**src/rtl/sid_pkg.sv**
```systemverilog
// sid_pkg
// Shared definitions for the tt_um_sid register-bus slice.
// Contents:
//   REG_*               SID register addresses carried on ui_in[2:0]
//   GATE/TRI/SAW/PULSE  waveform-control bit masks for the REG_WAV register
//   NUM_VOICES_DEFAULT  number of voices implemented by the SID core
//   sid_seq_state_e     write-sequencer state encoding
package sid_pkg;

  localparam logic [2:0] REG_FREQ_LO = 3'd0;
  localparam logic [2:0] REG_FREQ_HI = 3'd1;
  localparam logic [2:0] REG_PW      = 3'd2;
  localparam logic [2:0] REG_ATK     = 3'd4;
  localparam logic [2:0] REG_SUS     = 3'd5;
  localparam logic [2:0] REG_WAV     = 3'd6;

  localparam logic [7:0] GATE  = 8'h01;
  localparam logic [7:0] TRI   = 8'h10;
  localparam logic [7:0] SAW   = 8'h20;
  localparam logic [7:0] PULSE = 8'h40;

  localparam int NUM_VOICES_DEFAULT = 3;

  typedef enum logic [1:0] {
    ST_IDLE,
    ST_SETUP,
    ST_STROBE,
    ST_HOLD
  } sid_seq_state_e;

endpackage

```
**src/rtl/sid_rr_arb2.sv**
```systemverilog
// sid_rr_arb2
// Two-way round-robin grant. When both requesters are valid, the one that
// was not served last wins; a lone requester always wins.
// Ports:
//   a_valid_i     port A request
//   b_valid_i     port B request
//   last_grant_i  0 = A served last, 1 = B served last
//   grant_o       one-hot grant, bit 0 = A, bit 1 = B (all zero if no request)
module sid_rr_arb2 (
  input  logic       a_valid_i,
  input  logic       b_valid_i,
  input  logic       last_grant_i,
  output logic [1:0] grant_o
);

  // Pure combinational pick; the caller owns the last_grant history register.
  always_comb begin
    grant_o = 2'b00;
    if (a_valid_i && b_valid_i) begin
      grant_o = last_grant_i ? 2'b01 : 2'b10;
    end else if (a_valid_i) begin
      grant_o = 2'b01;
    end else if (b_valid_i) begin
      grant_o = 2'b10;
    end
  end

endmodule

```
**src/rtl/sid_reg_arbiter.sv**
```systemverilog
// sid_reg_arbiter
// Arbitrates register writes from a host port (A) and a note-player port (B)
// and serialises each accepted write onto the SID bus as a
// SETUP / STROBE / HOLD sequence.
// Ports:
//   clk, rst_n                    clock, synchronous active-low reset
//   ena                           advance enable, low freezes everything
//   a_valid/a_ready, a_addr/a_voice/a_data   port A request
//   b_valid/b_ready, b_addr/b_voice/b_data   port B request
//   sid_addr/sid_voice/sid_data   registered bus toward ui_in / uio_in
//   sid_we                        write strobe toward ui_in[7]
//   busy                          sequencer not idle
//   err_voice                     one-cycle pulse for a dropped bad-voice write
//   last_grant                    0 = A served last, 1 = B served last
//   wr_count                      strobes issued, wraps at 2^16
module sid_reg_arbiter
  import sid_pkg::*;
#(
  parameter int HOLD_CYCLES = 1,
  parameter int NUM_VOICES  = NUM_VOICES_DEFAULT
) (
  input  logic        clk,
  input  logic        rst_n,
  input  logic        ena,
  input  logic        a_valid,
  output logic        a_ready,
  input  logic [2:0]  a_addr,
  input  logic [1:0]  a_voice,
  input  logic [7:0]  a_data,
  input  logic        b_valid,
  output logic        b_ready,
  input  logic [2:0]  b_addr,
  input  logic [1:0]  b_voice,
  input  logic [7:0]  b_data,
  output logic [2:0]  sid_addr,
  output logic [1:0]  sid_voice,
  output logic [7:0]  sid_data,
  output logic        sid_we,
  output logic        busy,
  output logic        err_voice,
  output logic        last_grant,
  output logic [15:0] wr_count
);

  localparam logic [3:0] HOLD_INIT   = 4'(HOLD_CYCLES);
  // A 2-bit voice can never reach 4, so any NUM_VOICES >= 4 accepts all.
  localparam logic [2:0] VOICE_LIMIT = (NUM_VOICES >= 4) ? 3'd4 : 3'(NUM_VOICES);

  sid_seq_state_e state_q;
  logic [3:0]     hold_cnt_q;
  logic [2:0]     sid_addr_q;
  logic [1:0]     sid_voice_q;
  logic [7:0]     sid_data_q;
  logic           sid_we_q;
  logic           busy_q;
  logic           err_voice_q;
  logic           last_grant_q;
  logic [15:0]    wr_count_q;
  logic [15:0]    wr_count_d;

  logic [1:0]     grant;
  logic           a_fire;
  logic           b_fire;
  logic [2:0]     req_addr;
  logic [1:0]     req_voice;
  logic [7:0]     req_data;
  logic           req_legal;

  sid_rr_arb2 u_arb (
    .a_valid_i    (a_valid),
    .b_valid_i    (b_valid),
    .last_grant_i (last_grant_q),
    .grant_o      (grant)
  );

  // Ready only goes to the arbitration winner, and only while idle and
  // enabled, so at most one handshake can complete per edge.
  assign a_ready = ena && (state_q == ST_IDLE) && grant[0];
  assign b_ready = ena && (state_q == ST_IDLE) && grant[1];
  assign a_fire  = a_valid && a_ready;
  assign b_fire  = b_valid && b_ready;

  // Payload of whichever port completed its handshake this cycle.
  assign req_addr   = b_fire ? b_addr  : a_addr;
  assign req_voice  = b_fire ? b_voice : a_voice;
  assign req_data   = b_fire ? b_data  : a_data;
  assign req_legal  = {1'b0, req_voice} < VOICE_LIMIT;
  assign wr_count_d = wr_count_q + 16'd1;

  // Sequencer: every output is a register so the SID pins never glitch.
  // An illegal-voice request is still accepted (and counts for fairness)
  // but only raises err_voice; the bus and strobe are left untouched.
  // HOLD is timed by a down-counter loaded on leaving STROBE.
  always_ff @(posedge clk) begin
    if (!rst_n) begin
      state_q      <= ST_IDLE;
      hold_cnt_q   <= 4'd0;
      sid_addr_q   <= 3'd0;
      sid_voice_q  <= 2'd0;
      sid_data_q   <= 8'd0;
      sid_we_q     <= 1'b0;
      busy_q       <= 1'b0;
      err_voice_q  <= 1'b0;
      last_grant_q <= 1'b1;
      wr_count_q   <= 16'd0;
    end else if (ena) begin
      err_voice_q <= 1'b0;
      unique case (state_q)
        ST_IDLE: begin
          if (a_fire || b_fire) begin
            last_grant_q <= b_fire;
            if (req_legal) begin
              sid_addr_q  <= req_addr;
              sid_voice_q <= req_voice;
              sid_data_q  <= req_data;
              busy_q      <= 1'b1;
              state_q     <= ST_SETUP;
            end else begin
              err_voice_q <= 1'b1;
            end
          end
        end
        ST_SETUP: begin
          sid_we_q   <= 1'b1;
          wr_count_q <= wr_count_d;
          state_q    <= ST_STROBE;
        end
        ST_STROBE: begin
          sid_we_q   <= 1'b0;
          hold_cnt_q <= HOLD_INIT;
          state_q    <= ST_HOLD;
        end
        ST_HOLD: begin
          if (hold_cnt_q <= 4'd1) begin
            busy_q  <= 1'b0;
            state_q <= ST_IDLE;
          end else begin
            hold_cnt_q <= hold_cnt_q - 4'd1;
          end
        end
        default: begin
          state_q <= ST_IDLE;
        end
      endcase
    end
  end

  assign sid_addr   = sid_addr_q;
  assign sid_voice  = sid_voice_q;
  assign sid_data   = sid_data_q;
  assign sid_we     = sid_we_q;
  assign busy       = busy_q;
  assign err_voice  = err_voice_q;
  assign last_grant = last_grant_q;
  assign wr_count   = wr_count_q;

endmodule

```
**config.mk**
```make
export PLATFORM = sky130hd
export DESIGN_NAME = sid_reg_arbiter
export DESIGN_NICKNAME = d
export VERILOG_FILES = /design/src/rtl/sid_pkg.sv /design/src/rtl/sid_rr_arb2.sv /design/src/rtl/sid_reg_arbiter.sv
export SDC_FILE = /design/constraint.sdc
export NUM_CORES = 1
export LEC_CHECK = 0
export BUFFER_PORTS_ARGS = -buffer_cell sky130_fd_sc_hd__buf_2
export CORE_ASPECT_RATIO = 0.9
export CORE_MARGIN = 5
export CORE_UTILIZATION = 39
export DETAILED_ROUTE_END_ITERATION = 10
export GPL_TIMING_DRIVEN = 0
export PLACE_DENSITY_LB_ADDON = 0.08
export SYNTH_ARGS = -nofsm -noshare
export SYNTH_HDL_FRONTEND = slang
export SYNTH_SLANG_ARGS = --single-unit
```
**constraint.sdc**
```tcl
create_clock -name clk -period 5.9 [get_ports clk]
set_input_delay 1.18 -clock clk [delete_from_list [all_inputs] [get_ports clk]]
set_output_delay 1.18 -clock clk [all_outputs]
set_load 0.01 [all_outputs]
```
==> flow_summary_export.csv <==
group,metric,value,unit
pwr,netSwitchingFraction,27.3,%
global_routing,grt_pass1_vias,1665,
floorplan,die_area,6400,sq um
synthesis,synth_ff_type,"dfxtp_1",
synthesis,synth.distinct_cells,40,
synthesis,synth.net_count,270,
worst_hold_path,min_to,"wr_count[14]",
final_layout,fin_area,2420,sq um
route,totalWireLength,4870,um
synthesis,synth_simple_gate_area_share,27.2,%
floorplan,rows,24,
route,drcViolationCount,0,
synthesis,synthArstFlopShare,0,%
worst_hold_path,hp-start,"wr_count[14]",
sta,fin_ws,2.28,ns
global_routing,overflow,0,
run,cap_viol_max_count,0,
sta,slew_viol_final,0,
floorplan,core,4800,sq um
floorplan,start_util,39.8,%
synthesis,syn-mean-instance-area,8.28,sq um
sta,relSlewSlack,51.2,%
clock_tree,clk_latency,0.29,ns
sta,tightest_slew,0.720,ns
sta,setup_viol,0,
worst_setup_path,start_kind,"primary input",
clock_tree,cts_max_level,2,
sta,finalCriticalPeriod,3.62,ns
final_layout,final_common_cell,"buf_2",
route,antenna_left,0,
run_status,outcome,"complete, no violations",
global_routing,grt_usage,15.3,%
global_routing,antenna_found_initial,0,
synthesis,synthMuxAreaShare,1.05,%
sta,fin_worst_skew,0.00600,ns
synthesis,synthAdderAreaFrac,5.24,%
clock_tree,ctsResizeCount,0,
pwr,p_per_area,243,nW/um^2
worst_hold_path,hp-class,"reg2reg",
worst_setup_path,r2r_end,"sid_data[0]",
placement,dp_hpwl,3650,um
clock_tree,post_cts_buffers,0,
worst_setup_path,critical_path.endpoint_type,"primary output",
worst_setup_path,rrSetupSlack,3.78,ns
worst_setup_path,arrival,2.44,ns
placement,place_ws,2.26,ns
clock_tree,cts_root_buffer,"clkbuf_8",
pwr,peakVddDrop,0.143,mV
route,drt-wirelength-per-cell,13.2,um
worst_hold_path,whs_path_depth,2,
placement,port_buffers,64,
route,via_count,1927,
synthesis,netlist_area,1910,sq um
clock_tree,clkTransAtPathRegs,0.08,ns
pwr,seqPwrFrac,48.8,%
synthesis,synth-edff-count,0,
synthesis,synth-seq-cells,39,
pwr,power_leakage,1.08,nW
worst_setup_path,cp.required,4.72,ns
global_routing,grt_start_max_net_pins,13,
synthesis,synth_top_family_by_area,"simple AND/OR/NAND/NOR gates",
synthesis,syn_inst,231,
final_layout,drive_above_1_share,25.7,%
pwr,clockPowerShare,34.1,%
clock_tree,cts_tree,"yes",
sta,timing.final.crit_share,61.4,%
sta,finalHoldViolCount,0,
clock_tree,ctsHoldBuffers,0,
final_layout,diodes,0,
route,first_iter_violations,90,
pwr,combinationalPowerShare,17.1,%
floorplan,ios,66,
sta,clock.fmax,0.276,GHz
floorplan,die_x,83.8,um
route,via_per_inst,5.24,
pwr,p_sw,0.160,mW
route,first_pass_iters,4,
worst_setup_path,path_class,"in2out",
sta,rsz0062_at_grt,"no",
clock_tree,cts_buffers,5,
synthesis,synth_seq_area_share,40.8,%
clock_tree,clock_path_buffers,2,
worst_setup_path,r2r_start,"state_q[0]",
clock_tree,cts.sinks,39,
floorplan,die_y,76.4,um
pwr,internal_power,0.427,mW
synthesis,synth-compound-area-share,16.7,%
final_layout,final_cell_mix,"65 x buf_2, 43 x nand2_1, 39 x dfxtp_1, 14 x a311oi_1",
final_layout,final_nets,341,
worst_setup_path,rr_worst_depth,8,
final_layout,area_delta_synth_final,26.4,%
synthesis,yosys.area_share.xor_xnor,4.12,%
global_routing,grt_pass1_wl,8110,um
placement,postPlaceCellArea,2310,sq um
synthesis,ys_warn_count,0,
worst_setup_path,critPathMaxFanout,10,
sta,tns,0,ns
placement,gp_congestion,0.796,
## logic make-up after synthesis
group | Yosys count
xor gates and xnor gates | 9
muxes | 2
adders and majority gates | 8
AOI/OAI and AO/OA | 42
DFF | 39
and+or+nand+nor | 107
buffers and inverters | 24
## Yosys cell counts, drive strengths merged (2+ instances only)
| cell type | n | area share [%] |
|---|---|---|
| o21ai | 2 | 0.52 |
| nor2 | 10 | 2.0 |
| nor3 | 13 | 3.4 |
| nand2 | 43 | 8.4 |
| nand4 | 3 | 0.98 |
| buf | 3 | 0.65 |
| or3 | 3 | 0.98 |
| nor4 | 2 | 0.65 |
| mux2i | 2 | 1.0 |
| o311ai | 2 | 0.92 |
| nand3 | 14 | 3.9 |
| or4 | 4 | 1.6 |
| or2 | 2 | 0.65 |
| o31ai | 5 | 2.0 |
| ha | 8 | 5.2 |
| dfxtp | 39 | 41 |
| a311oi | 14 | 6.4 |
| xor2 | 5 | 2.3 |
| clkbuf | 10 | 2.0 |
| inv | 11 | 2.2 |
| a21oi | 11 | 2.9 |
| and3 | 7 | 2.3 |
| xnor2 | 4 | 1.8 |
## routing by layer
metal  global-route usage [%]  part of all wire, %  vias up
met5                        0                    0        -
met4                     4.34                  1.1        0
met3                     4.86                  6.4        6
met2                     21.9                   46       66
met1                     22.0                   47      872
li1                         -                    -      983
## sequential cells by signal (all words and copies together) (netlist names)
register    cells
wr_count       16
sid_data        8
hold_cnt_q      4
sid_addr        3
sid_voice       2
state_q         2
busy            1
err_voice       1
last_grant      1
sid_we          1
## power by group through the flow
stage               Clock [mW]  Combinational [mW]  Sequential [mW]
floorplan                    0              0.0556            0.299
global placement             0               0.100            0.293
CTS                      0.209               0.101            0.287
detailed placement           0               0.101            0.293
finish                   0.200               0.100            0.287
global route             0.223               0.114            0.289
## cell type report
class,instances,area (sq um)
Fill cell,506,2390
Multi-Input combinational cell,168,1040
Sequential cell,39,781
Timing Repair Buffer,64,320
Clock buffer,7,96.3
Tap cell,65,81.3
Buffer,13,51.3
Inverter,11,41.3
Clock inverter,1,7.51
## worst max-delay path by stage
stage                     startpoint       to  cells past startpoint  slack [ns]
after floorplan              b_valid  b_ready                      4        2.79
after global placement           ena  b_ready                      6        2.23
after detailed placement         ena  b_ready                      6        2.26
after CTS                        ena  b_ready                      6        2.26
after global routing             ena  b_ready                      6        2.12
final                            ena  b_ready                      6        2.28
## worst max-delay path, stage by stage
cell and delay [ns]:
buf_2 0.13, and3_1 0.21, nand2_1 0.16, inv_1 0.17
clkbuf_1 0.36, buf_2 0.21
## stage by stage
step | cells | power, mW | hold WS (ns) | utilization, %
2_1_floorplan | 231 | 0.354 | 0.458 | -
3_3_place_gp | 360 | 0.394 | 0.470 | 48.2
3_5_place_dp | 360 | 0.394 | 0.482 | 48.2
4_1_cts | 368 | 0.597 | 0.495 | 50.3
5_1_grt | 368 | 0.625 | 0.517 | 50.3
6_report | 368 | 0.587 | 0.496 | 50.3
No activity file was read; power rests on OpenSTA's default activity.
